### config.mk
export PLATFORM = sky130hd
export DESIGN_NAME = bht_local
export DESIGN_NICKNAME = d
export VERILOG_FILES = /design/src/rtl/bht_pkg.sv /design/src/rtl/bht_local_plru.sv /design/src/rtl/bht_local.sv
export SDC_FILE = /design/constraint.sdc
export NUM_CORES = 2
export LEC_CHECK = 0
export CAP_MARGIN = 20
export CORE_ASPECT_RATIO = 1.1
export CORE_UTILIZATION = 52
export DETAILED_ROUTE_END_ITERATION = 8
export GPL_TIMING_DRIVEN = 1
export HOLD_SLACK_MARGIN = 0.05
export PLACE_DENSITY = 0.7
export SLEW_MARGIN = 20
export SYNTH_ARGS = -nofsm -noshare
export SYNTH_HDL_FRONTEND = slang
export SYNTH_SLANG_ARGS = --single-unit
### constraint.sdc
create_clock -name clk -period 9 [get_ports clk]
set_input_delay 2.7 -clock clk [delete_from_list [all_inputs] [get_ports clk]]
set_output_delay 2.7 -clock clk [all_outputs]
set_load 0.05 [all_outputs]
### src/rtl/bht_pkg.sv
// bht_pkg: shared sizing, types and helpers for the local-history branch history table.
package bht_pkg;
    localparam int ASSOCIATIVITY = 4;
    localparam int SET_NUM       = 16;
    localparam int BH_BITS       = 2;
    localparam int COUNTER_BITS  = 2;
    localparam int TAG_BITS      = 16;
    localparam int INDEX_BITS    = $clog2(SET_NUM);
    localparam int WAY_BITS      = $clog2(ASSOCIATIVITY);
    localparam int NUM_CNT       = 1 << BH_BITS;

    typedef logic [INDEX_BITS-1:0]    index_t;
    typedef logic [TAG_BITS-1:0]      tag_t;
    typedef logic [BH_BITS-1:0]       bhr_t;
    typedef logic [COUNTER_BITS-1:0]  counter_t;
    typedef logic [ASSOCIATIVITY-2:0] plru_t;
    typedef logic [WAY_BITS-1:0]      way_t;

    typedef struct packed {
        logic valid;
        tag_t tag;
    } meta_t;

    typedef struct packed {
        logic [31:0]                target;
        bhr_t                       bhr;
        counter_t [NUM_CNT-1:0]     counter;
    } entry_t;

    function automatic index_t get_index(logic [31:0] pc);
        return pc[2+INDEX_BITS-1:2];
    endfunction

    function automatic tag_t get_tag(logic [31:0] pc);
        return pc[2+INDEX_BITS+TAG_BITS-1:2+INDEX_BITS];
    endfunction

    function automatic counter_t sat_inc(counter_t c);
        return (&c) ? c : c + 1'b1;
    endfunction

    function automatic counter_t sat_dec(counter_t c);
        return (|c) ? c - 1'b1 : c;
    endfunction
endpackage

### src/rtl/bht_local_plru.sv
// plru_tree: tree pseudo-LRU for one set; node n has children 2n+1 (lower half) and 2n+2.
module plru_tree #(
    parameter int WAYS = 4
) (
    input  logic [WAYS-2:0]         tree,
    input  logic [$clog2(WAYS)-1:0] touch,
    output logic [WAYS-2:0]         next_tree,
    output logic [$clog2(WAYS)-1:0] victim
);
    localparam int LVL = $clog2(WAYS);

    // A node bit of 0 steers the victim into the lower half; a touch points it at the other half.
    always_comb begin
        next_tree = tree;
        for (int l = 0; l < LVL; l++)
            for (int p = 0; p < (1 << l); p++)
                if (int'(touch >> (LVL - l)) == p) next_tree[(1 << l) - 1 + p] = ~touch[LVL-1-l];
    end

    always_comb begin
        logic [LVL-1:0] v;
        v = '0;
        for (int l = 0; l < LVL; l++)
            for (int p = 0; p < (1 << l); p++)
                if (int'(v >> (LVL - l)) == p) v[LVL-1-l] = tree[(1 << l) - 1 + p];
        victim = v;
    end
endmodule

### src/rtl/bht_local.sv
// bht_local: set-associative local-history branch predictor with tree-PLRU replacement,
// an init sweep after reset and a one-stage registered read-modify-write update path.
module bht_local
    import bht_pkg::*;
(
    input  logic        clk,
    input  logic        resetn,
    input  logic        pred_valid,
    input  logic [31:0] pred_pc,
    output logic        pred_hit,
    output logic        pred_taken,
    output logic [31:0] pred_target,
    input  logic        upd_valid,
    input  logic [31:0] upd_pc,
    input  logic        upd_taken,
    input  logic [31:0] upd_target,
    output logic        ready
);
    typedef enum logic {INIT, RUN} state_t;

    state_t state, state_next;
    index_t sweep_idx;

    meta_t  meta  [SET_NUM][ASSOCIATIVITY];
    entry_t entry [SET_NUM][ASSOCIATIVITY];
    plru_t  plru  [SET_NUM];

    logic        u_valid, u_taken;
    index_t      u_idx;
    tag_t        u_tag;
    logic [31:0] u_target;

    index_t p_idx;
    tag_t   p_tag;
    logic   p_hit;
    way_t   p_way;
    entry_t p_ent;
    plru_t  p_plru_next;

    logic   u_hit, u_inv, u_write;
    way_t   u_way, u_inv_way, u_plru_victim, u_wr_way;
    entry_t u_old, u_new;
    plru_t  u_plru_next;

    assign ready = state == RUN;

    always_comb begin
        state_next = state;
        if (state == INIT && sweep_idx == index_t'(SET_NUM - 1)) state_next = RUN;
    end

    always_ff @(posedge clk or negedge resetn) begin
        if (!resetn) begin
            state     <= INIT;
            sweep_idx <= '0;
            u_valid   <= 1'b0;
            u_taken   <= 1'b0;
            u_idx     <= '0;
            u_tag     <= '0;
            u_target  <= '0;
        end else begin
            state     <= state_next;
            sweep_idx <= state == INIT ? sweep_idx + 1'b1 : sweep_idx;
            u_valid   <= upd_valid && state == RUN;
            u_taken   <= upd_taken;
            u_idx     <= get_index(upd_pc);
            u_tag     <= get_tag(upd_pc);
            u_target  <= upd_target;
        end
    end

    assign p_idx = get_index(pred_pc);
    assign p_tag = get_tag(pred_pc);

    always_comb begin
        p_hit = 1'b0;
        p_way = '0;
        for (int w = 0; w < ASSOCIATIVITY; w++)
            if (meta[p_idx][w].valid && meta[p_idx][w].tag == p_tag) begin
                p_hit = 1'b1;
                p_way = way_t'(w);
            end
    end

    assign p_ent       = entry[p_idx][p_way];
    assign pred_hit    = ready && p_hit;
    assign pred_taken  = pred_hit && p_ent.counter[p_ent.bhr][COUNTER_BITS-1];
    assign pred_target = pred_hit ? p_ent.target : '0;

    // Descending scan leaves the lowest-index invalid way as the allocation candidate.
    always_comb begin
        u_hit     = 1'b0;
        u_way     = '0;
        u_inv     = 1'b0;
        u_inv_way = '0;
        for (int w = ASSOCIATIVITY - 1; w >= 0; w--) begin
            if (meta[u_idx][w].valid && meta[u_idx][w].tag == u_tag) begin
                u_hit = 1'b1;
                u_way = way_t'(w);
            end
            if (!meta[u_idx][w].valid) begin
                u_inv     = 1'b1;
                u_inv_way = way_t'(w);
            end
        end
    end

    assign u_wr_way = u_hit ? u_way : u_inv ? u_inv_way : u_plru_victim;
    assign u_write  = u_valid && (u_hit || u_taken);
    assign u_old    = entry[u_idx][u_way];

    always_comb begin
        u_new = u_old;
        if (u_hit) begin
            u_new.counter[u_old.bhr] = u_taken ? sat_inc(u_old.counter[u_old.bhr])
                                               : sat_dec(u_old.counter[u_old.bhr]);
            u_new.bhr    = bhr_t'({u_old.bhr, u_taken});
            u_new.target = u_taken ? u_target : u_old.target;
        end else begin
            u_new.target = u_target;
            u_new.bhr    = '1;
            for (int c = 0; c < NUM_CNT; c++) u_new.counter[c] = counter_t'(1 << (COUNTER_BITS - 1));
        end
    end

    plru_tree #(.WAYS(ASSOCIATIVITY)) u_plru_pred (
        .tree      (plru[p_idx]),
        .touch     (p_way),
        .next_tree (p_plru_next),
        .victim    ()
    );

    plru_tree #(.WAYS(ASSOCIATIVITY)) u_plru_upd (
        .tree      (plru[u_idx]),
        .touch     (u_wr_way),
        .next_tree (u_plru_next),
        .victim    (u_plru_victim)
    );

    // The update touch is written last so it wins when both ports hit the same set.
    always_ff @(posedge clk) begin
        if (state == INIT) begin
            plru[sweep_idx] <= '0;
            for (int w = 0; w < ASSOCIATIVITY; w++) meta[sweep_idx][w].valid <= 1'b0;
        end else begin
            if (pred_valid && p_hit) plru[p_idx] <= p_plru_next;
            if (u_write) begin
                plru[u_idx]            <= u_plru_next;
                meta[u_idx][u_wr_way]  <= {1'b1, u_tag};
                entry[u_idx][u_wr_way] <= u_new;
            end
        end
    end
endmodule
* Word-level counts from Yosys, hierarchy flattened
Memories as Yosys holds them, arrays and structs flattened.
Cells that the tools add are included.
** Operators by class
- Muxes and demuxes :: 69
- Order comparisons :: 7
- Equality and inequality tests :: 11
- Add/sub/neg operators :: 3
- Reduce and logical (&&, ||, !) cells :: 26
- Bitwise gates (word level) :: 8
** Operators with widths (number)
- $mux W42 :: 6
- $mux W68 :: 3
- $bmux W42 S2 :: 2
- $mux W168 :: 1
- $eq A16 B16 Y1 :: 8
- $logic_not A32 Y1 :: 3
- $demux W42 S2 :: 1
- $reduce_or A68 Y1 :: 1
- $mux W32 :: 2
- $mux W2 :: 18
- $demux W17 S2 :: 1
- $mux W1 :: 26
- $mux W17 :: 1
- $logic_and A1 B1 Y1 :: 16
- $ge A3 B3 Y1 const B :: 3
- $not A2 Y3 :: 3
- $bmux W2 S2 :: 2
- $bwmux W8 :: 1
- $mux W4 :: 2
- $lt A2 B3 Y1 const B :: 2
- $mux W3 :: 2
- $reduce_and A2 Y1 :: 3
- $not A1 Y1 :: 5
- $add A4 B1 Y4 const B :: 1
- other kinds (10) :: 11
** Word-level totals
- Word-level logic and storage cells :: 134
- Output and inout port bits :: 35
- Bits in writable memories :: 3824
- Register bits :: 59
- Bits of input ports :: 101
- Memories kept :: 3
** Memories
- entry :: depth 16, width 168, rd ports 2, clocked after memory_dff 0, wr ports 1, line bht_local.sv:25 : entry_t entry [SET_NUM][ASSOCIATIVITY];
- meta :: depth 16, width 68, rd ports 2, clocked after memory_dff 0, wr ports 1, line bht_local.sv:24 : meta_t meta [SET_NUM][ASSOCIATIVITY];
- plru :: depth 16, width 3, rd ports 1, clocked after memory_dff 0, wr ports 2, line bht_local.sv:26 : plru_t plru [SET_NUM];

* Logic depth before layout (Yosys ltp)
An unclocked memory read counts as a cell.
- Word-level depth :: 18
- Mapped depth :: 22
- Depth with buffers taken out :: 13

* Hierarchy
Synthesis repeated with hierarchy kept, for this count alone.
** Unflattened totals
- Cells, all modules :: 8504
- Area, all modules :: 180235.4 um^2
** Modules (own cells, without submodules)
- bht_local :: area an instance 180147.8 um^2, seq. area each 116306.5 um^2, instances 1, cells each 8490
- plru_tree :: area an instance 43.8 um^2, seq. area each 0.0 um^2, instances 2, cells each 7

* Worst setup path before layout
No wires, ideal clock.
- Kind :: input to output
- Start :: in pred_pc[2]
- End :: out pred_taken
- Data arrival time :: 7306 ps
- Path buffers :: 4
- Stages on the path :: 16
- Setup slack :: -1006 ps
- Required time :: 6300 ps
- Path through :: buf_6 > buf_6 > buf_1 > mux4_2 > mux4_2 > xnor2_1 > nand3_1 > or3_1 > or3_1 > buf_2 > nand2_1 > mux2_2 > a21oi_1 > a211oi_1 > a211o_1 > a21oi_1
** Between the ends
- Longest elaborated chain between the ends :: 13
- Elaborated cells between the ends (all ways) :: 25
- Classes of those cells :: eq/ne: 4; mux: 12; bitwise: 1; reduce/logical: 6; memory: 2
** Ends and longest elaborated chain
- start, declared :: line bht_local.sv:9 : input logic [31:0] pred_pc,
- $mem_v2 Z16 W68
- $eq A16 B16 Y1 :: line bht_local.sv:79 : if (meta[p_idx][w].valid && meta[p_idx][w].tag == p_tag) begin
- $logic_and A1 B1 Y1 :: line bht_local.sv:79
- $mux W1 :: line bht_local.sv:79
- $mux W2 (2 in series) :: line bht_local.sv:79
- $not A2 Y3 (implied by the code) :: line bht_local.sv:85 : assign p_ent = entry[p_idx][p_way];
- $bmux W42 S2 :: line bht_local.sv:85
- $mux W42 (implied by the code) (2 in series) :: line bht_local.sv:85
- $bmux W2 S2 :: line bht_local.sv:87 : assign pred_taken = pred_hit && p_ent.counter[p_ent.bhr][COUNTER_BITS-1];
- $mux W2 (implied by the code) :: line bht_local.sv:87
- $logic_and A1 B1 Y1 * :: line bht_local.sv:87
- end, declared :: line bht_local.sv:11 : output logic pred_taken,
Every way passes the cells marked *; elsewhere a longest branch is shown, timed or not. The select of a mux whose other input is x is not followed.

* Worst setup path after layout
- Start :: in pred_pc[2]
- End :: out pred_target[13]
** Between the ends
- Longest elaborated chain between the ends :: 11
- Elaborated cells between the ends (all ways) :: 23
- Classes of those cells :: eq/ne: 4; mux: 11; bitwise: 1; reduce/logical: 5; memory: 2
** Ends and longest elaborated chain
- $mem_v2 Z16 W68
- $eq A16 B16 Y1 :: line bht_local.sv:79
- $logic_and A1 B1 Y1 :: line bht_local.sv:79
- $mux W1 :: line bht_local.sv:79
- $mux W2 (2 in series) :: line bht_local.sv:79
- $not A2 Y3 (implied by the code) :: line bht_local.sv:85
- $bmux W42 S2 :: line bht_local.sv:85
- $mux W42 (implied by the code) (2 in series) :: line bht_local.sv:85
- $mux W32 * :: line bht_local.sv:88 : assign pred_target = pred_hit ? p_ent.target : '0;
- end, declared :: line bht_local.sv:12 : output logic [31:0] pred_target,
Marks and branches as above.

==> flow_summary.toml <==
[pwr]
leakagePower_nw = 65.4
p_per_area_nw_per_um2 = 193
ir_worst_vdd_v = 0.000174
finalPower_mw = 39.7

[routing]
totalWireLength_mm = 561
wl_per_cell_um = 40.3
route.met3.wl_mm = 66.4
top_layer = "met5"
drt-initial-drc-count = 15600
met2_length_mm = 269
wl_met1_mm = 190
drtAntennaViolNets = 0
vias_per_cell = 7.22
dr_total_vias = 101000
drc = 0
firstDrtPassIters = 8

[setup_path]
end_kind = "primary output"
path_class = "in -> out"
r2r_end = "entry[13][73]"
cp-start-kind = "input port"
required_ns = 6.30
worstReg2RegStart = "u_idx[0]"
reg2reg_depth = 15
cp_max_fo = 6
r2r_slack_ns = 1.21
critical_path_arrival_ns = 7.06

[cells_and_area]
fin_util = 0.598
layout_common_cells = "edfxtp_1 (3,824), mux4_2 (2,139), buf_4 (489)"
nets = 9118
fillerInstances = 23900
finalInstanceArea_um2 = 206000
mostFrequentLayoutCell = "edfxtp_1"
finalNonFillerCells = 13900
drive_above_1_share = 0.416
syn2layout_area_growth_pct = 14.4

[run_status]
status = "finished with violations"
violations = "negative setup slack"

[cts]
cts_buffer_depth = 4
cts_num_sinks = 3883
cts_tree = "yes"
cts_max_level = 5
cts-root-buf = "clkbuf_16"
cts_buffers = 394
clk_pin_slew_ns = 0.06
clock_latency_ns = 1.01

[logic_synthesis]
yosysSeqAreaShare = 0.646
avgSynthCellArea_um2 = 21.1
syn_inst = 8524
ys_ff_latch = 3883
synth_edf_count = 3824
synth_nets = 8626
synthFlopType = "edfxtp_1"
async_reset_ff_frac = 0.0152
synth_cell_types = 91
netlist_area_um2 = 180000
ys_warn_count = 0

[floorplan]
core-area_um2 = 344000
io_pins = 136
die_h_um = 619
die_w_um = 563
placementRows = 226
start_util = 0.523
die_area_um2 = 349000

[sta]
setup_viol = 34
fin_hold_ws_ns = 0.617
slew_headroom = 0.174
worstMarginPinSlew_ns = 1.24
fmaxAchievable_ghz = 0.103
fin_ws_ns = -0.755
min_period_ns = 9.76
rsz0062_at_grt = "yes"
fin_skew_ns = 0.117
finalHoldViolations = 0
finalCritPeriodShare = 1.08
maxSlewViolCount = 0
finalSetupTns_ns = -23.24

[place]
place_inst = 13100
detailed_place_hpwl_mm = 320
place.gp.congestion = 0.918
preCtsSetupSlack_ns = -1.34
placed_area_um2 = 192000
port-buffer-count = 111

[global_route]
grt_pass1_vias = 103000
grt_pass1_wl_mm = 787
grt_overflow = 0
grt_max_degree = 130
grt.total_usage = 0.324
grt_antenna_before_repair = 12

[hold_path]
worstHoldPathType = "reg -> reg"
worstHoldEndpoint = "entry[12][83]"
min-delay-start = "u_target[31]"
min_path_cells = 2

[flow_run]
drv_cap = 0
## routing by layer
metal	vias up	track usage
li1	38100	-
met3	1531	0.0799
met1	53700	0.418
met4	8	0.170
met2	7209	0.513
met5	-	0
## flip-flops by register name, summed over array words and instances (netlist names)
register / cells
sweep_idx: 4
ready: 1
u_tag: 16
u_idx: 4
entry: 2688
u_valid: 1
plru: 48
u_target: 32
meta: 1088
u_taken: 1
## worst max-delay path by stage
| stage | slack (ns) | cells after the start | endpoint | from |
|---|---|---|---|---|
| 2_1_floorplan | -0.21 | 17 | pred_taken | pred_pc[2] |
| 3_3_place_gp | -1.38 | 21 | pred_target[18] | pred_pc[2] |
| 3_5_place_dp | -1.34 | 21 | pred_target[20] | pred_pc[2] |
| 4_1_cts | -0.84 | 17 | pred_taken | pred_pc[2] |
| 5_1_grt | -0.80 | 21 | pred_target[21] | pred_pc[2] |
| 6_report | -0.76 | 20 | pred_target[13] | pred_pc[2] |
## synthesized netlist by cell type, types with 12 or more instances
cell type | instances | area (um^2)
a21oi_1 | 74 | 370
a21oi_2 | 17 | 149
a221oi_1 | 18 | 158
a22oi_1 | 44 | 330
a31oi_1 | 12 | 75.1
and2_1 | 23 | 144
buf_1 | 52 | 195
buf_2 | 248 | 1240
buf_4 | 50 | 375
buf_6 | 31 | 349
clkbuf_1 | 285 | 1070
dfrtp_1 | 59 | 1480
edfxtp_1 | 3824 | 115000
mux2_2 | 112 | 1260
mux2i_1 | 295 | 2950
mux4_2 | 2139 | 48200
nand2_1 | 270 | 1010
nand2b_1 | 15 | 93.8
nand3_1 | 29 | 145
nand4_1 | 12 | 75.1
nor2_1 | 247 | 927
nor2b_1 | 18 | 113
nor3_1 | 49 | 245
nor4_1 | 16 | 100
o21ai_0 | 127 | 636
o21ai_1 | 69 | 345
o22ai_1 | 47 | 294
xnor2_1 | 115 | 1010
xor2_1 | 28 | 245
## critical path, cell delays in order
cell,delay [ns]
buf_16,0.13
buf_12,0.13
buf_8,0.11
mux4_2,0.49
mux4_2,0.51
xnor2_2,0.23
nand4_1,0.11
or4_4,0.60
buf_6,0.15
nor4_4,0.27
buf_6,0.19
o21ai_4,0.10
buf_12,0.18
buf_12,0.16
buf_12,0.12
mux2i_1,0.10
o21ai_1,0.19
nand2_2,0.12
a21oi_4,0.24
buf_12,0.16
## cell families after synthesis
logic type | share of synthesized area
and+or+nand+nor | 0.0189
adders and majority gates | 0.000257
xor gates and xnor gates | 0.00696
buffers and inverters | 0.0186
AOI/OAI and AO/OA | 0.0185
muxes | 0.291
DFF | 0.646
## layout make-up
type	instances	area, um^2	share of cell area
Sequential cell	3883	116000	0.565
Multi-Input combinational cell	3951	62300	0.303
Clock buffer	484	10500	0.0509
Timing Repair Buffer	765	8430	0.0409
Tap cell	4560	5710	0.0277
Clock inverter	245	2630	0.0128
Inverter	21	91.3	0.000443
Antenna cell	12	30.0	0.000146
## report_power, final
part / switching [mW] / leakage, nW / internal (mW) / total, mW
registers: 0.0630 / 35.8 / 19.9 / 19.9
logic: 1.67 / 23.2 / 1.32 / 3.00
clock network: 7.18 / 6.40 / 9.60 / 16.8
## timing repair
| item | CTS | global route |
|---|---|---|
| pin swaps | 49 | 52 |
| cloned | 11 | 2 |
| gates resized for setup | 109 | 37 |
| hold buffers | 0 | 0 |
| setup endpoints to repair | 34 | 34 |
| buffers inserted | 31 | 25 |
Note: power is estimated with default switching activity, not from simulation.
==> RTL change (same settings) <==
The package constant `ASSOCIATIVITY` goes from 4 to 2.
--- a/src/rtl/bht_pkg.sv
+++ b/src/rtl/bht_pkg.sv
@@ -1,6 +1,6 @@
 // bht_pkg: shared sizing, types and helpers for the local-history branch history table.
 package bht_pkg;
-    localparam int ASSOCIATIVITY = 4;
+    localparam int ASSOCIATIVITY = 2;
     localparam int SET_NUM       = 16;
     localparam int BH_BITS       = 2;
     localparam int COUNTER_BITS  = 2;
Check against the original RTL: not settled (the Yosys comparison gave no result); the edit may change what the design does.
==> RTL change against the unedited design <==
Setup slack better by 840 ps; sequential cell count is 1920 lower; final cell count is 50% lower; area after synthesis is 50% lower; total power is 50% lower; fmax is 9.4% higher; die area is 49% lower; final area is 50% lower; routed wire length is 56% lower; clock skew is 51 ps lower.
==> RTL change: results (changes against the unedited design) <==
{| class="wikitable"
! Metric !! Value
|-
| Number of cells produced by synthesis || 4317 (was 8524)
|-
| Critical path's largest stage delay || 540 ps (was 600 ps)
|-
| Detailed router's first-iteration violation count || 6472 (was 15560)
|-
| Largest driver fanout on the critical path || 13 (was 6)
|-
| Result of the run || complete, no violations (was finished with violations)
|-
| Number of nets produced by synthesis || 4419 (was 8626)
|-
| Detail Placement HPWL || 137600 um (was 320100 um)
|-
| Min-Delay Endpoint || sweep_idx[0] (was entry[12][83])
|-
| Met2 Track Usage GR || 45.44% (was 51.34%)
|-
| Number of nets in the finished design || 4613 (was 9118)
|-
| Global-route wire length before repair || 357400 um (was 787100 um)
|-
| Sequential area share after synthesis || 64.56% (was 64.59%)
|-
| Post-Place Cell Area || 96080 um2 (was 191600 um2)
|-
| Top post-synthesis cells by area || edfxtp_1 63%, mux4_2 26%, mux2i_1 2.2% (was edfxtp_1 64%, mux4_2 27%, mux2i_1 1.6%)
|-
| Via count of the first global-routing pass || 49960 (was 103500)
|-
| Number of resized instances in the post-cts repair step || 0 (was 109)
|-
| Number of buffers created by CTS || 198 (was 394)
|-
| Switching part of the total power || 21.99% (was 22.46%)
|-
| Met3 Use GR || 4.870% (was 7.986%)
|-
| Number of antenna violations at the first check in global routing || 4 (was 12)
|-
| Met1 GRT Util || 39.85% (was 41.82%)
|-
| Maximum clock skew at final layout || 66.23 ps (was 117.5 ps)
|-
| Fraction of final layout cells with drive strength greater than 1 || 37.71% (was 41.57%)
|-
| Relative slew slack || 18.75% (was 17.37%)
|-
| Signal arrival time at the worst endpoint || 6210 ps (was 7060 ps)
|-
| Overall global routing resource usage || 28.51% (was 32.41%)
|-
| Number of distinct library cell variants in the gate-level netlist after synthesis || 78 (was 91)
|-
| Post-CTS setup buffer count || 0 (was 31)
|-
| Post-synth EDFFs || 1904 (was 3824)
|-
| Clk network pwr share || 42.2% (was 42.3%)
|-
| Number of vias in the routed layout || 48690 (was 100500)
|-
| Critical-path cell with the highest stage delay || mux4_2 (was or4_4)
|-
| Clk power || 8.42 mW (was 16.8 mW)
|-
| Routed met2 length || 119900 um (was 268600 um)
|-
| RePlAce Congestion || 0.8786 (was 0.9177)
|}
RTL change: worst max path at each step:
stage / start / to / cells past startpoint
floorplan: pred_pc[2] / pred_taken / 11
global placement: pred_pc[2] / pred_target[20] / 14
detailed placement: pred_pc[2] / pred_target[30] / 13
CTS: pred_pc[2] / pred_target[30] / 13
global route: pred_pc[2] / pred_target[11] / 13
finish: pred_pc[2] / pred_target[20] / 13
RTL change: final cells by class:
type	count	area [um2]
fillers	12100	70340
flip-flops and latches	1963	58670
multi-input cells	1995	30850
clock buffers	258	5311
repair buffers	326	3719
well taps	2268	2838
clock inverters	114	1314
inverters	27	123.9
diodes	1	2.502
RTL change: kinds of logic (layout without fill, tap and decap cells):
group                      count (synthesis)  in the layout  synth area share, %
AOI/OAI and AO/OA                        223            223                1.790
xor gates and xnor gates                  67             67               0.6459
adders and majority gates                  5              5              0.05784
buffers and inverters                    359            725                1.885
DFF                                     1963           1963                64.56
muxes                                   1324           1324                29.03
other                                      0              1                    0
and+or+nand+nor                          376            376                2.033
